## config.mk

```make
export PLATFORM = sky130hd
export DESIGN_NAME = sram_mem_controller
export DESIGN_NICKNAME = d
export VERILOG_FILES = /design/src/rtl/sram_mem_controller.sv
export SDC_FILE = /design/constraint.sdc
export NUM_CORES = 1
export LEC_CHECK = 0
export ABC_AREA = 0
export CELL_PAD_IN_SITES_DETAIL_PLACEMENT = 0
export CELL_PAD_IN_SITES_GLOBAL_PLACEMENT = 1
export CORE_ASPECT_RATIO = 0.7
export CORE_MARGIN = 3
export CORE_UTILIZATION = 34
export DETAILED_ROUTE_END_ITERATION = 10
export PLACE_DENSITY_LB_ADDON = 0.1
export SKIP_CTS_REPAIR_TIMING = 1
export SLEW_MARGIN = 20
export SYNTH_ARGS = -nofsm -noshare
export SYNTH_HDL_FRONTEND = slang
export SYNTH_SLANG_ARGS = --single-unit
export TNS_END_PERCENT = 30
```

## constraint.sdc

```tcl
create_clock -name clk -period 2.45 [get_ports clk]
set_input_delay 0.49 -clock clk [delete_from_list [all_inputs] [get_ports clk]]
set_output_delay 0.49 -clock clk [all_outputs]
set_load 0.02 [all_outputs]
```

## src/rtl/sram_mem_controller.sv

```systemverilog
// Multi-cycle MEM-stage data memory controller: each 32-bit access becomes two
// 16-bit transactions on an external asynchronous SRAM, with ready low while busy.
module sram_mem_controller #(
    parameter int WAIT_CYCLES = 5,
    parameter int ADDR_BASE   = 1024,
    parameter int SRAM_AW     = 18
) (
    input  logic               clk,
    input  logic               reset,
    input  logic               wr_en,
    input  logic               rd_en,
    input  logic [31:0]        address,
    input  logic [31:0]        write_data,
    output logic [31:0]        read_data,
    output logic               ready,
    output logic [SRAM_AW-1:0] SRAM_ADDR,
    output logic [15:0]        SRAM_DQ_out,
    input  logic [15:0]        SRAM_DQ_in,
    output logic               SRAM_DQ_oe,
    output logic               SRAM_WE_N,
    output logic               SRAM_OE_N,
    output logic               SRAM_CE_N,
    output logic               SRAM_UB_N,
    output logic               SRAM_LB_N
);

    typedef enum logic [1:0] {
        IDLE = 2'd0,
        LOW  = 2'd1,
        HIGH = 2'd2,
        DONE = 2'd3
    } state_t;

    localparam int CW = (WAIT_CYCLES > 1) ? $clog2(WAIT_CYCLES) : 1;
    localparam int WW = SRAM_AW - 1;
    localparam logic [CW-1:0] CNT_LAST = CW'(WAIT_CYCLES - 1);

    state_t          state_r;
    logic [CW-1:0]   cnt_r;
    logic [WW-1:0]   word_r;
    logic [15:0]     hi_data_r;
    logic            wr_r;
    logic            req_s;
    logic [WW-1:0]   word_s;

    // Request decode, SRAM word index and the combinational pipeline hold.
    always_comb begin
        req_s  = rd_en | wr_en;
        word_s = WW'((address - 32'(ADDR_BASE)) >> 2);
        if (state_r == DONE) begin
            ready = 1'b1;
        end else if (state_r == IDLE) begin
            ready = ~req_s;
        end else begin
            ready = 1'b0;
        end
    end

    // Sequencer; pad controls are registered and set up one edge ahead of each phase cycle.
    always_ff @(posedge clk) begin
        if (!reset) begin
            state_r     <= IDLE;
            cnt_r       <= '0;
            word_r      <= '0;
            hi_data_r   <= 16'h0000;
            wr_r        <= 1'b0;
            read_data   <= 32'h0000_0000;
            SRAM_ADDR   <= '0;
            SRAM_DQ_out <= 16'h0000;
            SRAM_DQ_oe  <= 1'b0;
            SRAM_WE_N   <= 1'b1;
            SRAM_OE_N   <= 1'b1;
            SRAM_CE_N   <= 1'b1;
            SRAM_UB_N   <= 1'b1;
            SRAM_LB_N   <= 1'b1;
        end else begin
            case (state_r)
                IDLE: begin
                    if (req_s) begin
                        state_r     <= LOW;
                        cnt_r       <= '0;
                        word_r      <= word_s;
                        hi_data_r   <= write_data[31:16];
                        wr_r        <= wr_en;
                        SRAM_ADDR   <= {word_s, 1'b0};
                        SRAM_DQ_out <= write_data[15:0];
                        SRAM_DQ_oe  <= wr_en;
                        SRAM_WE_N   <= ~wr_en;
                        SRAM_OE_N   <= wr_en;
                        SRAM_CE_N   <= 1'b0;
                        SRAM_UB_N   <= 1'b0;
                        SRAM_LB_N   <= 1'b0;
                    end
                end
                LOW, HIGH: begin
                    if (cnt_r != CNT_LAST) begin
                        cnt_r     <= cnt_r + CW'(1);
                        // Release WE one cycle early so data is held past the strobe edge.
                        SRAM_WE_N <= ~wr_r | ((cnt_r + CW'(1)) == CNT_LAST);
                    end else begin
                        cnt_r <= '0;
                        if (state_r == LOW) begin
                            state_r     <= HIGH;
                            SRAM_ADDR   <= {word_r, 1'b1};
                            SRAM_DQ_out <= hi_data_r;
                            SRAM_WE_N   <= ~wr_r;
                            if (!wr_r) begin
                                read_data[15:0] <= SRAM_DQ_in;
                            end
                        end else begin
                            state_r    <= DONE;
                            SRAM_DQ_oe <= 1'b0;
                            SRAM_WE_N  <= 1'b1;
                            SRAM_OE_N  <= 1'b1;
                            SRAM_CE_N  <= 1'b1;
                            SRAM_UB_N  <= 1'b1;
                            SRAM_LB_N  <= 1'b1;
                            if (!wr_r) begin
                                read_data[31:16] <= SRAM_DQ_in;
                            end
                        end
                    end
                end
                DONE: begin
                    state_r <= IDLE;
                end
                default: begin
                    state_r <= IDLE;
                end
            endcase
        end
    end

endmodule

```

==> impl_results.md <==
- Period utilisation layout: between 90% and 100%
- Post-synth EDFFs: 0
- Io pins: 157
- First-pass GRT wire length: just over 20,000 um
- Gpl congestion: 0.7443
- # fillers: 1,280
- Critical Path Source Type: register
- Final Core Density: a little over 50%
- Nets: 738
- Outcome: finished clean
- Clock share of power: around a third
- Leakage: between 2 and 3 nW
- Max clock buf depth: 2
- Pwr/cell area: 680.9 nW/um2
- Die footprint: approximately 16,000 um2
- Routed WL: 12,550 um
- Worst EP required: between 1500 and 2000 ps
- Initial antenna violation count: 0
- Hold Path Class: reg -> reg
- Tmin final: ~2200 ps
- Worst skew pair latency: around 340 ps
- Mapped Nets: between 600 and 700
- Layout cells sized above 1: about 7.5%
- Post-Syn Instances: slightly above 500
- Pre-CTS WS: -23.40 ps
- Gr usage total: between 10% and 20%
- Multi-input gate area: 2399 um2
- Num CTS Buffers: 9
- Number of global-route vias before repair: a little under 4,000
- Input/output buffers: around 140
- Main synth FF type: dfxtp_1
- FF+latch area: about 2200 um2
- Pint: approximately 0.0033 W
- Avg WL per Cell: around 15 um
- Via Count: 3,954
- Skew final: between 6 and 7 ps
- Gr ovfl total: 0
- Worst vdd ir: between 0.0003 and 0.0004 V
- Register area share after synthesis: a little under half
- Setup-failing EPs final: 0
- Worst Setup End Kind: output pin
- CP cell instances: inv_1, ha_2, nor3b_2, or2_2, dlymetal6s2s_1
- Post-Syn Area per Cell: roughly 9.3 um2
- Synthesized cell area: between 4000 and 5000 um2
- Fmax: between 400 and 500 MHz
- Initial Util: a little over a third
- Crit path kind: reg -> out
- Pre-antenna DRT Iters: 4
- TritonCTS clock tree: built
- Post-DRT Antenna Nets: 0
- Setup slack after layout: approximately 240 ps
- Final instance area: ~6800 um2
- Largest net degree at the start of global routing: between 50 and 60
- Asr flop ratio synth: 0%
- YS warnings: 0
- Synth Area in Compound Gates: about 18%
- Fin. max-slew vios: 0
- Root buffer cell: clkbuf_16
- Final hold violations: 0
- Critical Path Max Stage Delay: around 400 ps
- Simple logic cell fraction of the synthesized area: a little under a fifth
- Area contributors post-synth: dfxtp_1 (46%), nand2_1 (9.7%), mux2i_1 (9.6%), a21boi_0 (6.7%), o211a_1 (5.9%)
- Die width: between 100 and 150 um
- Slew Limit Headroom: about three fifths
- Gate power share: roughly a quarter
- Max FO, Critical Path: 6
- Slowest cell on the critical path: dfxtp_1
- Yosys cell types: 47
- # rows: 35
- Die height: around 110 um
- Worst slew pin tran: 603.7 ps
- Iteration-0 DRC count of the detailed router: approximately 200
- Post-Synth Adder-Cell Area: 2.354%
- Clk slew on worst S/H paths: ~70 ps
- Sequential Power Share: 43.6%
- Most numerous cell in the Yosys netlist: nand2_1
- Core Area: approximately 13,000 um2
- Drt via density: about 4.7
- Number of max-cap violations: 0
- Switching Share: between 20% and 30%
- Placed wire-length estimate: between 8000 and 9000 um
- Worst path arrival time: around 1700 ps
- Switching pwr: between 0.001 and 0.0015 W
- DRC errors left: 0
- Placed Instance Area: around 6400 um2
- Largest family of logic cells by synthesized area: simple AND/OR/NAND/NOR gates
- WHS: around 450 ps
- Sink count of the clock tree: about 110
- # H-tree levels: 3
- Seq cells post-synth: between 100 and 150
- Unrepaired setup endpoints after global routing: false
- Top cell type's share of synthesized area: 45.62%
- Leading area contributor after synthesis: dfxtp_1
- Commonest cells post-synth: nand2_1 (124), dfxtp_1 (109), mux2i_1 (46)
- XOR/XNOR Fraction of Synth Area: less than 1%
- P&R area growth vs syn: 41.43%
- Post-synthesis mux area share: 9.626%
- Ant diodes: 0
==> final timing paths <==
| check | start | to | slack (ps) | depth (start not counted) |
|---|---|---|---|---|
| setup / recovery | state_r[0]$_SDFFE_PN0P_ | ready | 240 | 5 |
| hold / removal | read_data[10]$_SDFFE_PN0P_ | read_data[10]$_SDFFE_PN0P_ | 450 | 2 |
| setup reg to reg | state_r[0]$_SDFFE_PN0P_ | read_data[31]$_SDFFE_PN0P_ | 320 | 7 |
| hold reg to reg | read_data[10]$_SDFFE_PN0P_ | read_data[10]$_SDFFE_PN0P_ | 450 | 2 |
==> cell type report <==
cell class                 count  share of cell area [%]
clock inverter                 6                   1.054
multi-input combinational    358                   35.45
inverter                       7                  0.3884
tap                          185                   3.421
sequential                   109                   32.25
timing repair buffer         160                   23.89
clock buffer                  10                   3.532
==> state kept, by name (all words and copies together) (netlist names) <==
signal and count:
SRAM_ADDR 18, SRAM_DQ_oe 1, SRAM_DQ_out 16, SRAM_LB_N 1, SRAM_OE_N 1, SRAM_WE_N 1, cnt_r 3, hi_data_r 16
read_data 32, state_r 2, word_r 17, wr_r 1
==> cell usage in the layout (no fill, tap or decap), types with 2 or more instances in the layout <==
master             n
inv_1              7
nor3_1             6
o21ai_0           13
clkdlybuf4s50_1  139
dfxtp_1          109
xor2_1             2
nor4_1             2
o2111ai_1          2
nand2_1          124
nor2b_1           25
clkinv_4           2
o221ai_1           2
nand2b_1           4
buf_12             5
nand4b_1           2
or2_2              2
a21boi_0          43
nand4_1            2
ha_1               8
o32ai_1            2
o21a_1             2
nor3b_2            2
xnor2_1            3
clkinvlp_4         2
a21oi_1            3
buf_4             15
nand3_1            3
nor2_1            11
nor3b_1            4
clkbuf_16          9
a21boi_1           2
mux2i_1           46
o211a_1           28
==> cells by family after synthesis <==
group | Yosys count
simple gates | 193
flops | 109
fa+ha+maj | 9
buf+inv | 47
compound gates | 105
xor+xnor | 5
mux | 46
==> per-layer routing <==
layer  vias to the layer above  global-route usage (%)  share of wire, %
li1                       2012                       -                 -
met1                      1833                   22.70                50
met2                        96                   24.66                43
met3                        13                   4.083               5.6
met4                         0                   3.790               1.4
met5                         -                       0                 0
==> power groups by stage <==
stage	Combinational (W)	Clock, W	Sequential (W)
floorplan	0.000507	0	0.00215
global placement	0.00110	0	0.00204
CTS	0.00111	0.00157	0.00201
finish	0.00110	0.00150	0.00201
detailed placement	0.00111	0	0.00205
global route	0.00120	0.00162	0.00203
==> per-stage QoR <==
step / instances / setup TNS, ps / total power (W)
finish: 835 / 0 / 0.004607
floorplan: 514 / 0 / 0.002657
global placement: 819 / -29.88 / 0.003139
CTS: 835 / -141.3 / 0.004691
global route: 835 / 0 / 0.004848
detailed placement: 819 / -23.40 / 0.003156
==> critical path, delay by kind of cell, from the launching register on <==
| family | cells | cell delay (ps) |
|---|---|---|
| flip-flops | 1 | 400 |
| adder cells (fa/ha/maj) | 1 | 240 |
| buffers and inverters | 2 | 320 |
| AND/OR/NAND/NOR | 2 | 430 |
Power figures use the tool's default switching activity.
